## src/rtl/maxpool_stream.sv

```systemverilog
// maxpool_stream: streaming 2x2 / stride-2 max-pool over a raster-order pixel
// stream. Horizontal pair maxima of even rows are parked in a half-width line
// buffer; odd rows combine with them to produce one pooled pixel per window.
module maxpool_stream #(
  parameter int DATA_WIDTH = 16,
  parameter int IN_SIZE    = 5,
  parameter int SIGNED     = 1
) (
  input  logic                  clk,
  input  logic                  rst,
  input  logic                  valid_in,
  input  logic [DATA_WIDTH-1:0] d_in,
  output logic [DATA_WIDTH-1:0] d_out,
  output logic                  valid_out,
  output logic                  frame_done
);

  localparam int OUT_SIZE = IN_SIZE / 2;
  localparam int CW       = $clog2(IN_SIZE + 1);
  localparam int IW       = (OUT_SIZE > 1) ? $clog2(OUT_SIZE) : 1;
  localparam logic [CW-1:0] LAST     = CW'(IN_SIZE - 1);
  localparam logic [CW-1:0] POOL_LIM = CW'(2 * OUT_SIZE);

  logic [CW-1:0]         r_col;
  logic [CW-1:0]         r_row;
  logic [DATA_WIDTH-1:0] r_pair;
  logic [DATA_WIDTH-1:0] r_line [OUT_SIZE];
  logic [DATA_WIDTH-1:0] r_d_out;
  logic                  r_valid_out;
  logic                  r_frame_done;

  logic                  w_col_in;
  logic                  w_row_in;
  logic                  w_col_last;
  logic                  w_row_last;
  logic [IW-1:0]         w_idx;
  logic [DATA_WIDTH-1:0] w_pm;
  logic [DATA_WIDTH-1:0] w_win;

  function automatic logic [DATA_WIDTH-1:0] f_max(
    input logic [DATA_WIDTH-1:0] a,
    input logic [DATA_WIDTH-1:0] b
  );
    if (SIGNED != 0) return ($signed(a) > $signed(b)) ? a : b;
    else             return (a > b) ? a : b;
  endfunction

  // A trailing odd row/column (odd IN_SIZE) lies outside every window.
  assign w_col_in   = (r_col < POOL_LIM);
  assign w_row_in   = (r_row < POOL_LIM);
  assign w_col_last = (r_col == LAST);
  assign w_row_last = (r_row == LAST);
  assign w_idx      = IW'(r_col >> 1);
  assign w_pm       = f_max(r_pair, d_in);
  assign w_win      = f_max(r_line[w_idx], w_pm);

  // Raster position of the pixel currently on d_in; advances only on valid_in.
  always_ff @(posedge clk or posedge rst) begin
    if (rst) begin
      r_col <= '0;
      r_row <= '0;
    end else if (valid_in) begin
      if (w_col_last) begin
        r_col <= '0;
        r_row <= w_row_last ? '0 : r_row + 1'b1;
      end else begin
        r_col <= r_col + 1'b1;
      end
    end
  end

  // Left pixel of each horizontal pair.
  always_ff @(posedge clk or posedge rst) begin
    if (rst) begin
      r_pair <= '0;
    end else if (valid_in && w_col_in && !r_col[0]) begin
      r_pair <= d_in;
    end
  end

  // Even-row pair maxima, consumed by the following odd row.
  always_ff @(posedge clk) begin
    if (valid_in && w_col_in && r_col[0] && w_row_in && !r_row[0]) begin
      r_line[w_idx] <= w_pm;
    end
  end

  // Registered outputs: one pulse per window bottom-right, zero when idle.
  always_ff @(posedge clk or posedge rst) begin
    if (rst) begin
      r_d_out      <= '0;
      r_valid_out  <= 1'b0;
      r_frame_done <= 1'b0;
    end else begin
      r_d_out      <= '0;
      r_valid_out  <= 1'b0;
      r_frame_done <= valid_in && w_col_last && w_row_last;
      if (valid_in && w_col_in && r_col[0] && w_row_in && r_row[0]) begin
        r_d_out     <= w_win;
        r_valid_out <= 1'b1;
      end
    end
  end

  assign d_out      = r_d_out;
  assign valid_out  = r_valid_out;
  assign frame_done = r_frame_done;

endmodule
```

## config.mk

```make
export PLATFORM = sky130hd
export DESIGN_NAME = maxpool_stream
export DESIGN_NICKNAME = d
export VERILOG_FILES = /design/src/rtl/maxpool_stream.sv
export SDC_FILE = /design/constraint.sdc
export NUM_CORES = 1
export LEC_CHECK = 0
export BUFFER_PORTS_ARGS = -buffer_cell sky130_fd_sc_hd__buf_2
export CORE_MARGIN = 2
export CORE_UTILIZATION = 54
export CTS_CLUSTER_DIAMETER = 150
export DETAILED_ROUTE_END_ITERATION = 10
export PLACE_DENSITY_LB_ADDON = 0.05
export SLEW_MARGIN = 10
export SYNTH_ARGS = -nofsm -noshare
export SYNTH_HDL_FRONTEND = slang
export SYNTH_SLANG_ARGS = --single-unit
```

## constraint.sdc

```tcl
create_clock -name clk -period 4.06 [get_ports clk]
set_input_delay 0.609 -clock clk [delete_from_list [all_inputs] [get_ports clk]]
set_output_delay 0.609 -clock clk [all_outputs]
set_load 0.02 [all_outputs]
```

==> impl_metrics.json, run 1 <==
{
  "ys_seq_elements": 72,
  "hold_class": "in -> async",
  "grtUsageMet2_pct": 35.6,
  "vias": 2753,
  "ys_warn_count": 0,
  "clkTransAtPathRegs_ns": 0.08,
  "grt_max_degree": 41,
  "drive_gt1_share_pct": 42.1,
  "syn_nets": 397,
  "clk_root_buffer_cell": "clkbuf_8",
  "io_pins": 37,
  "crit_top_cell": "mux2i_1",
  "viasPerCell": 5.12,
  "drv_cap": 0,
  "die_h_um": 89.4,
  "die_x_um": 89.4,
  "cts_tree": "built",
  "yosys.cell_types.count": 37,
  "crit_required_ns": 4.30,
  "layout_worst_path_cycle_share_pct": 99.2,
  "synth_top_area_cell": "dfrtp_1",
  "power_w": 0.00436,
  "wl_per_cell_um": 15.1,
  "critPathMaxStageDelay_ns": 0.35,
  "syn_area_mm2": 0.00394,
  "rsz0062_at_grt": "yes",
  "async_flop_share_pct": 55.6,
  "cts.htree.levels": 3,
  "path_cells": "buf_2 -> inv_8 -> ha_4 -> nand4_1 -> nor4_4 -> o21ai_2 -> a31o_1 -> or2_4 -> buf_6 -> mux2i_1 -> ha_1 -> nand2b_4 -> a21oi_2 -> a2111oi_4 -> nand2_1 -> nor3_2 -> a311oi_2 -> o22ai_2 -> a31oi_4 -> clkbuf_16 -> mux2i_1",
  "overflow": 0,
  "cp_num_buf_inv": 4,
  "crit_type": "in -> reg",
  "core-area_mm2": 0.00714,
  "fin_tns_setup_ns": 0,
  "insertion_delay_ns": 0.36,
  "worst_pin_slew_ns": 0.934,
  "endpoint_kind": "flip-flop",
  "worstPathArrival_ns": 4.27,
  "cpMaxStageDelayCell": "a2111oi_4",
  "outcome": "finished clean",
  "routabilityCongestion": 0.800,
  "drtPass1Iterations": 4,
  "synthFlopType": "dfrtp_1",
  "slew_violations": 0,
  "synth_top_area_share_pct": 25.4,
  "grt_pass1_vias": 2758,
  "grt_util_met3_pct": 3.51,
  "worst-path-max-fanout": 5,
  "avgSynthCellArea_um2": 11.5,
  "power_density_mw_per_mm2": 841,
  "antenna_found_initial": 0,
  "postRouteAntennaNets": 0,
  "synth-edff-count": 32,
  "die_area_mm2": 0.00799,
  "critPathTopFamily": "compound AO/OA/AOI/OAI gates",
  "cts_max_path_buffers": 2,
  "initial_utilization_pct": 55.2,
  "grt_most_used_layer": "met2",
  "final_hold_viol_count": 0,
  "setup_violations": 0,
  "maxSlewHeadroom_pct": 37.7,
  "p_leak_nw": 2.39,
  "ys_seq_area_share_pct": 49.8,
  "synth_cells": 343,
  "row_count": 31,
  "start_kind": "input port",
  "grt_util_met1_pct": 30.2,
  "drt_iter0_markers": 134,
  "fmax_mhz": 248,
  "port_buffers": 36,
  "detailed_place_hpwl_mm": 5.65,
  "antenna_cells": 0,
  "drcViolationCount": 0,
  "ir_drop_mv": 0.463,
  "area.growth.synth_to_final_pct": 31.6,
  "grt_usage_pct": 22.2,
  "clock_skew_ns": 0.00822,
  "synthTopCellsByArea": "dfrtp_1, edfxtp_1, ha_1",
  "wirelength_mm": 8.12,
  "numCtsBuffers": 9,
  "grt_pass1_wl_mm": 13.1,
  "final_net_count": 488,
  "cts.sinks": 72,
  "layout_min_cycle_time_ns": 4.03
}
-- power by group --
part / leakage [nW] / internal (W) / switching [W]
registers: 0.805 / 0.00102 / 0.000156
logic: 1.49 / 0.00133 / 0.00121
clock network: 0.103 / 0.000349 / 0.000285
-- repair_timing --
action	4_1_cts	5_1_grt
hold buffers	0	0
endpoints found under the setup margin	16	16
gates cloned	0	1
pin swaps	5	9
gates resized for setup	13	9
setup buffers	5	2
-- path summary, 6_finish.rpt --
kind                       depth (start not counted)  slack, ns        end       from
min reg2reg                                        1       0.55   r_row[1]   r_row[1]
max reg2reg                                       19       0.03  d_out[11]  r_pair[7]
min                                                3       0.38   d_out[9]        rst
max                                               21       0.03  d_out[11]    d_in[7]
min in group clk                                   1       0.55   r_row[1]   r_row[1]
max in group asynchronous                          3       3.30  r_pair[2]        rst
-- sequential cells by signal (all words and copies together), names as in the netlist --
| signal | cells |
|---|---|
| d_out | 16 |
| frame_done | 1 |
| r_col | 3 |
| r_pair | 16 |
| valid_out | 1 |
| r_line | 32 |
| r_row | 3 |
-- final cells by class --
| class | instances | area [um2] |
|---|---|---|
| multi-input cells | 219 | 2080 |
| flip-flops and latches | 72 | 1960 |
| well taps | 99 | 124 |
| clock inverters | 6 | 92.6 |
| repair buffers | 92 | 642 |
| clock buffers | 10 | 128 |
| inverters | 40 | 158 |
| fillers | 539 | 1950 |
-- placed cells by master, fill, tap and decap left out, drive strengths merged --
master    synthesis  layout
xnor2             1       1
edfxtp           32      32
a31oi             1       1
ha               35      35
o21ai            13      13
a21o              9       9
bufinv            0       2
clkinv            0       1
a2111oi           2       2
buf               3      91
clkinvlp          0       2
nor4              3       3
nand3b            1       1
mux2             30      30
nor2              7       7
nand3             4       4
a21oi            11      11
nor3              3       3
inv              40      41
and2              3       3
o22ai             1       1
a311oi            1       1
o211ai            1       1
or2b              1       1
nor3b             2       2
a31o              1       1
nand2            47      47
nand4             6       6
dfrtp            40      40
clkbuf            9      11
mux2i            32      32
or2               1       1
nand2b            3       3
-- routing by layer --
metal	routed length, um	up-vias	share of wire, %
li1	-	1377	-
met1	3940	1321	49
met2	3820	42	47
met3	218	13	2.7
met4	143	0	1.8
met5	0	-	0
-- cell usage after synthesis (2+ instances only) --
cell type and n:
o21ai_0 11, a21oi_1 11, a21o_1 9, inv_1 40
nand2b_1 3, mux2i_1 32, nor2_1 7, nor3_1 3
nand4_1 5, mux2_2 30, nor4_1 2, edfxtp_1 32
and2_1 3, ha_1 35, nand3_1 4, dfrtp_1 40
nand2_1 47, nor3b_1 2, clkbuf_1 9
-- cells by family after synthesis --
logic type / share of synthesized area (%)
buf+inv: 5.47
fa+ha+maj: 11.1
simple gates: 9.66
flops: 49.8
xor+xnor: 0.222
compound gates: 6.99
mux: 16.7
-- stage by stage --
step	cell area [um2]	hold slack (ns)	std cells	utilization (%)	setup slack, ns
after floorplan	4130	0.495	343	-	-0.00474
after global placement	4740	0.518	514	66.4	-0.652
after detailed placement	4740	0.529	514	66.4	-0.722
after CTS	5090	0.402	535	71.4	-0.00229
after global routing	5180	0.457	538	72.6	-0.228
final	5180	0.377	538	72.6	0.0320
-- worst min-delay path, delay by kind of cell --
family	cells	cell delay, ns
buf+inv	3	0.58
Note: power is estimated with default switching activity, not from simulation.
==> run 2, diff against run 1 <==
- CORE_MARGIN: 2 -> 4
==> impl_metrics.json, run 2 (synthesized netlist as in run 1, its figures left out) <==
{
  "outcome": "finished, violations left",
  "violations": "negative setup slack",
  "antenna_found_initial": 0,
  "worst-path-max-fanout": 7,
  "drtPass1Iterations": 4,
  "cp_num_buf_inv": 2,
  "insertion_delay_ns": 0.35,
  "port_buffers": 36,
  "p_comb_share_pct": 59.6,
  "layout_commonest_cell": "buf_4",
  "antenna_cells": 0,
  "path_cells": "ha_4 -> nand4_4 -> nor4_4 -> o21ai_1 -> a31o_1 -> or2_4 -> buf_6 -> mux2i_4 -> ha_4 -> a21o_1 -> a21o_1 -> a2111oi_4 -> nand2_1 -> nor3_2 -> a311oi_2 -> o22ai_2 -> a31oi_4 -> buf_12 -> mux2i_2",
  "pwr-share-seq_pct": 27.2,
  "power.internal_w": 0.00265,
  "drv_cap": 0,
  "crit_required_ns": 4.29,
  "detailed_place_hpwl_mm": 5.68,
  "postRouteAntennaNets": 0,
  "p_leak_nw": 2.40,
  "start_kind": "flip-flop",
  "slew_violations": 0,
  "die_x_um": 93.4,
  "io_pins": 37,
  "grt_pass1_vias": 2779,
  "rsz0062_at_grt": "yes",
  "pre_cts_slack_ns": -0.661,
  "die_h_um": 93.4,
  "cts_tree": "built",
  "worst_pin_slew_ns": 0.877,
  "grt_usage_pct": 20.4,
  "layout_worst_path_cycle_share_pct": 101,
  "fin_tns_setup_ns": -0.278,
  "final_cell_mix": "buf_4, nand2_1, dfrtp_1",
  "ir_drop_mv": 0.447,
  "power_w": 0.00431,
  "critPathTopFamily": "compound AO/OA/AOI/OAI gates",
  "routabilityCongestion": 0.797,
  "overflow": 0,
  "final_hold_viol_count": 0,
  "drcViolationCount": 0,
  "layout_min_cycle_time_ns": 4.10,
  "largest_reg_flops": 32,
  "power_density_mw_per_mm2": 834,
  "fmax_mhz": 244,
  "place_area_mm2": 0.00474,
  "clk_root_buffer_cell": "clkbuf_8",
  "worstPathArrival_ns": 4.33,
  "initial_utilization_pct": 56.7,
  "cts.htree.levels": 3,
  "switchingPower_w": 0.00165,
  "drt_iter0_markers": 93,
  "pwr-share-clk_pct": 13.2,
  "die_area_mm2": 0.00872,
  "grt_pass1_wl_mm": 13.5,
  "wl_per_cell_um": 15.2,
  "vias": 2787,
  "fill_cells": 503,
  "crit_type": "reg -> reg",
  "endpoint_kind": "flip-flop",
  "maxSlewHeadroom_pct": 41.5,
  "clock_skew_ns": 0.00815,
  "grt_max_degree": 41,
  "clkTransAtPathRegs_ns": 0.08,
  "wirelength_mm": 8.17,
  "core-area_mm2": 0.00694,
  "cts_max_path_buffers": 2,
  "p_sw_share_pct": 38.4,
  "hold_class": "in -> async",
  "drive_gt1_share_pct": 42.1,
  "top_register": "r_line",
  "row_count": 30,
  "setup_violations": 16,
  "layout_setup_ws_ns": -0.0351,
  "numCtsBuffers": 9,
  "critPathMaxStageDelay_ns": 0.42,
  "viasPerCell": 5.18,
  "cts.sinks": 72,
  "cpMaxStageDelayCell": "dfrtp_1",
  "area.growth.synth_to_final_pct": 31.1,
  "final_net_count": 491,
  "design_area_mm2": 0.00516
}
run 2: worst paths after layout:
| kind | startpoint | to | cells past startpoint | slack, ns |
|---|---|---|---|---|
| worst max-delay path | r_pair[14] | d_out[15] | 19 | -0.04 |
| worst min-delay path | rst | r_row[2] | 3 | 0.39 |
| min in group clk | r_row[1] | r_row[1] | 1 | 0.54 |
| max in group asynchronous | rst | r_pair[7] | 3 | 3.30 |
| worst min register to register | r_row[1] | r_row[1] | 1 | 0.54 |
| worst max register to register | r_pair[14] | d_out[15] | 19 | -0.04 |
run 2: metrics by stage:
step	hold WS [ns]	cells	utilization, %
after floorplan	0.495	343	-
after CTS	0.402	538	73.7
after global routing	0.435	538	74.3
after global placement	0.521	513	68.3
final	0.391	538	74.3
after detailed placement	0.529	513	68.3
run 2: worst min-delay path: stages:
cell and delay, ns:
buf_2 0.10, inv_1 0.04, buf_4 0.45
run 2: power groups by stage:
| stage | clock network (W) | logic [W] | registers, W |
|---|---|---|---|
| floorplan | 0 | 0.00155 | 0.00117 |
| finish | 0.000570 | 0.00256 | 0.00117 |
| global route | 0.000610 | 0.00281 | 0.00120 |
| detailed placement | 0 | 0.00218 | 0.00119 |
| global placement | 0 | 0.00213 | 0.00118 |
| CTS | 0.000580 | 0.00253 | 0.00117 |
run 2: what timing repair did:
action | 4_1_cts | 5_1_grt
hold buffers | 0 | 0
pin swaps | 8 | 6
cloned | 1 | 0
endpoints found under the setup margin | 16 | 16
resized for setup | 12 | 10
hold endpoints to repair | 0 | 0
buffers inserted | 8 | 0
run 2: layout make-up:
| type | instances | area, um2 | share of cell area (%) |
|---|---|---|---|
| repair buffers | 95 | 664 | 12.9 |
| well taps | 96 | 120 | 2.33 |
| multi-input cells | 219 | 2050 | 39.8 |
| clock inverters | 3 | 22.5 | 0.436 |
| clock buffers | 13 | 180 | 3.49 |
| inverters | 40 | 158 | 3.05 |
| flip-flops and latches | 72 | 1960 | 38.0 |
run 2: layer usage:
metal | track usage, % | share of wire, %
met1 | 27.1 | 48
met2 | 33.2 | 48
met3 | 3.62 | 3.0
met4 | 7.69 | 1.6
met5 | 0 | 0
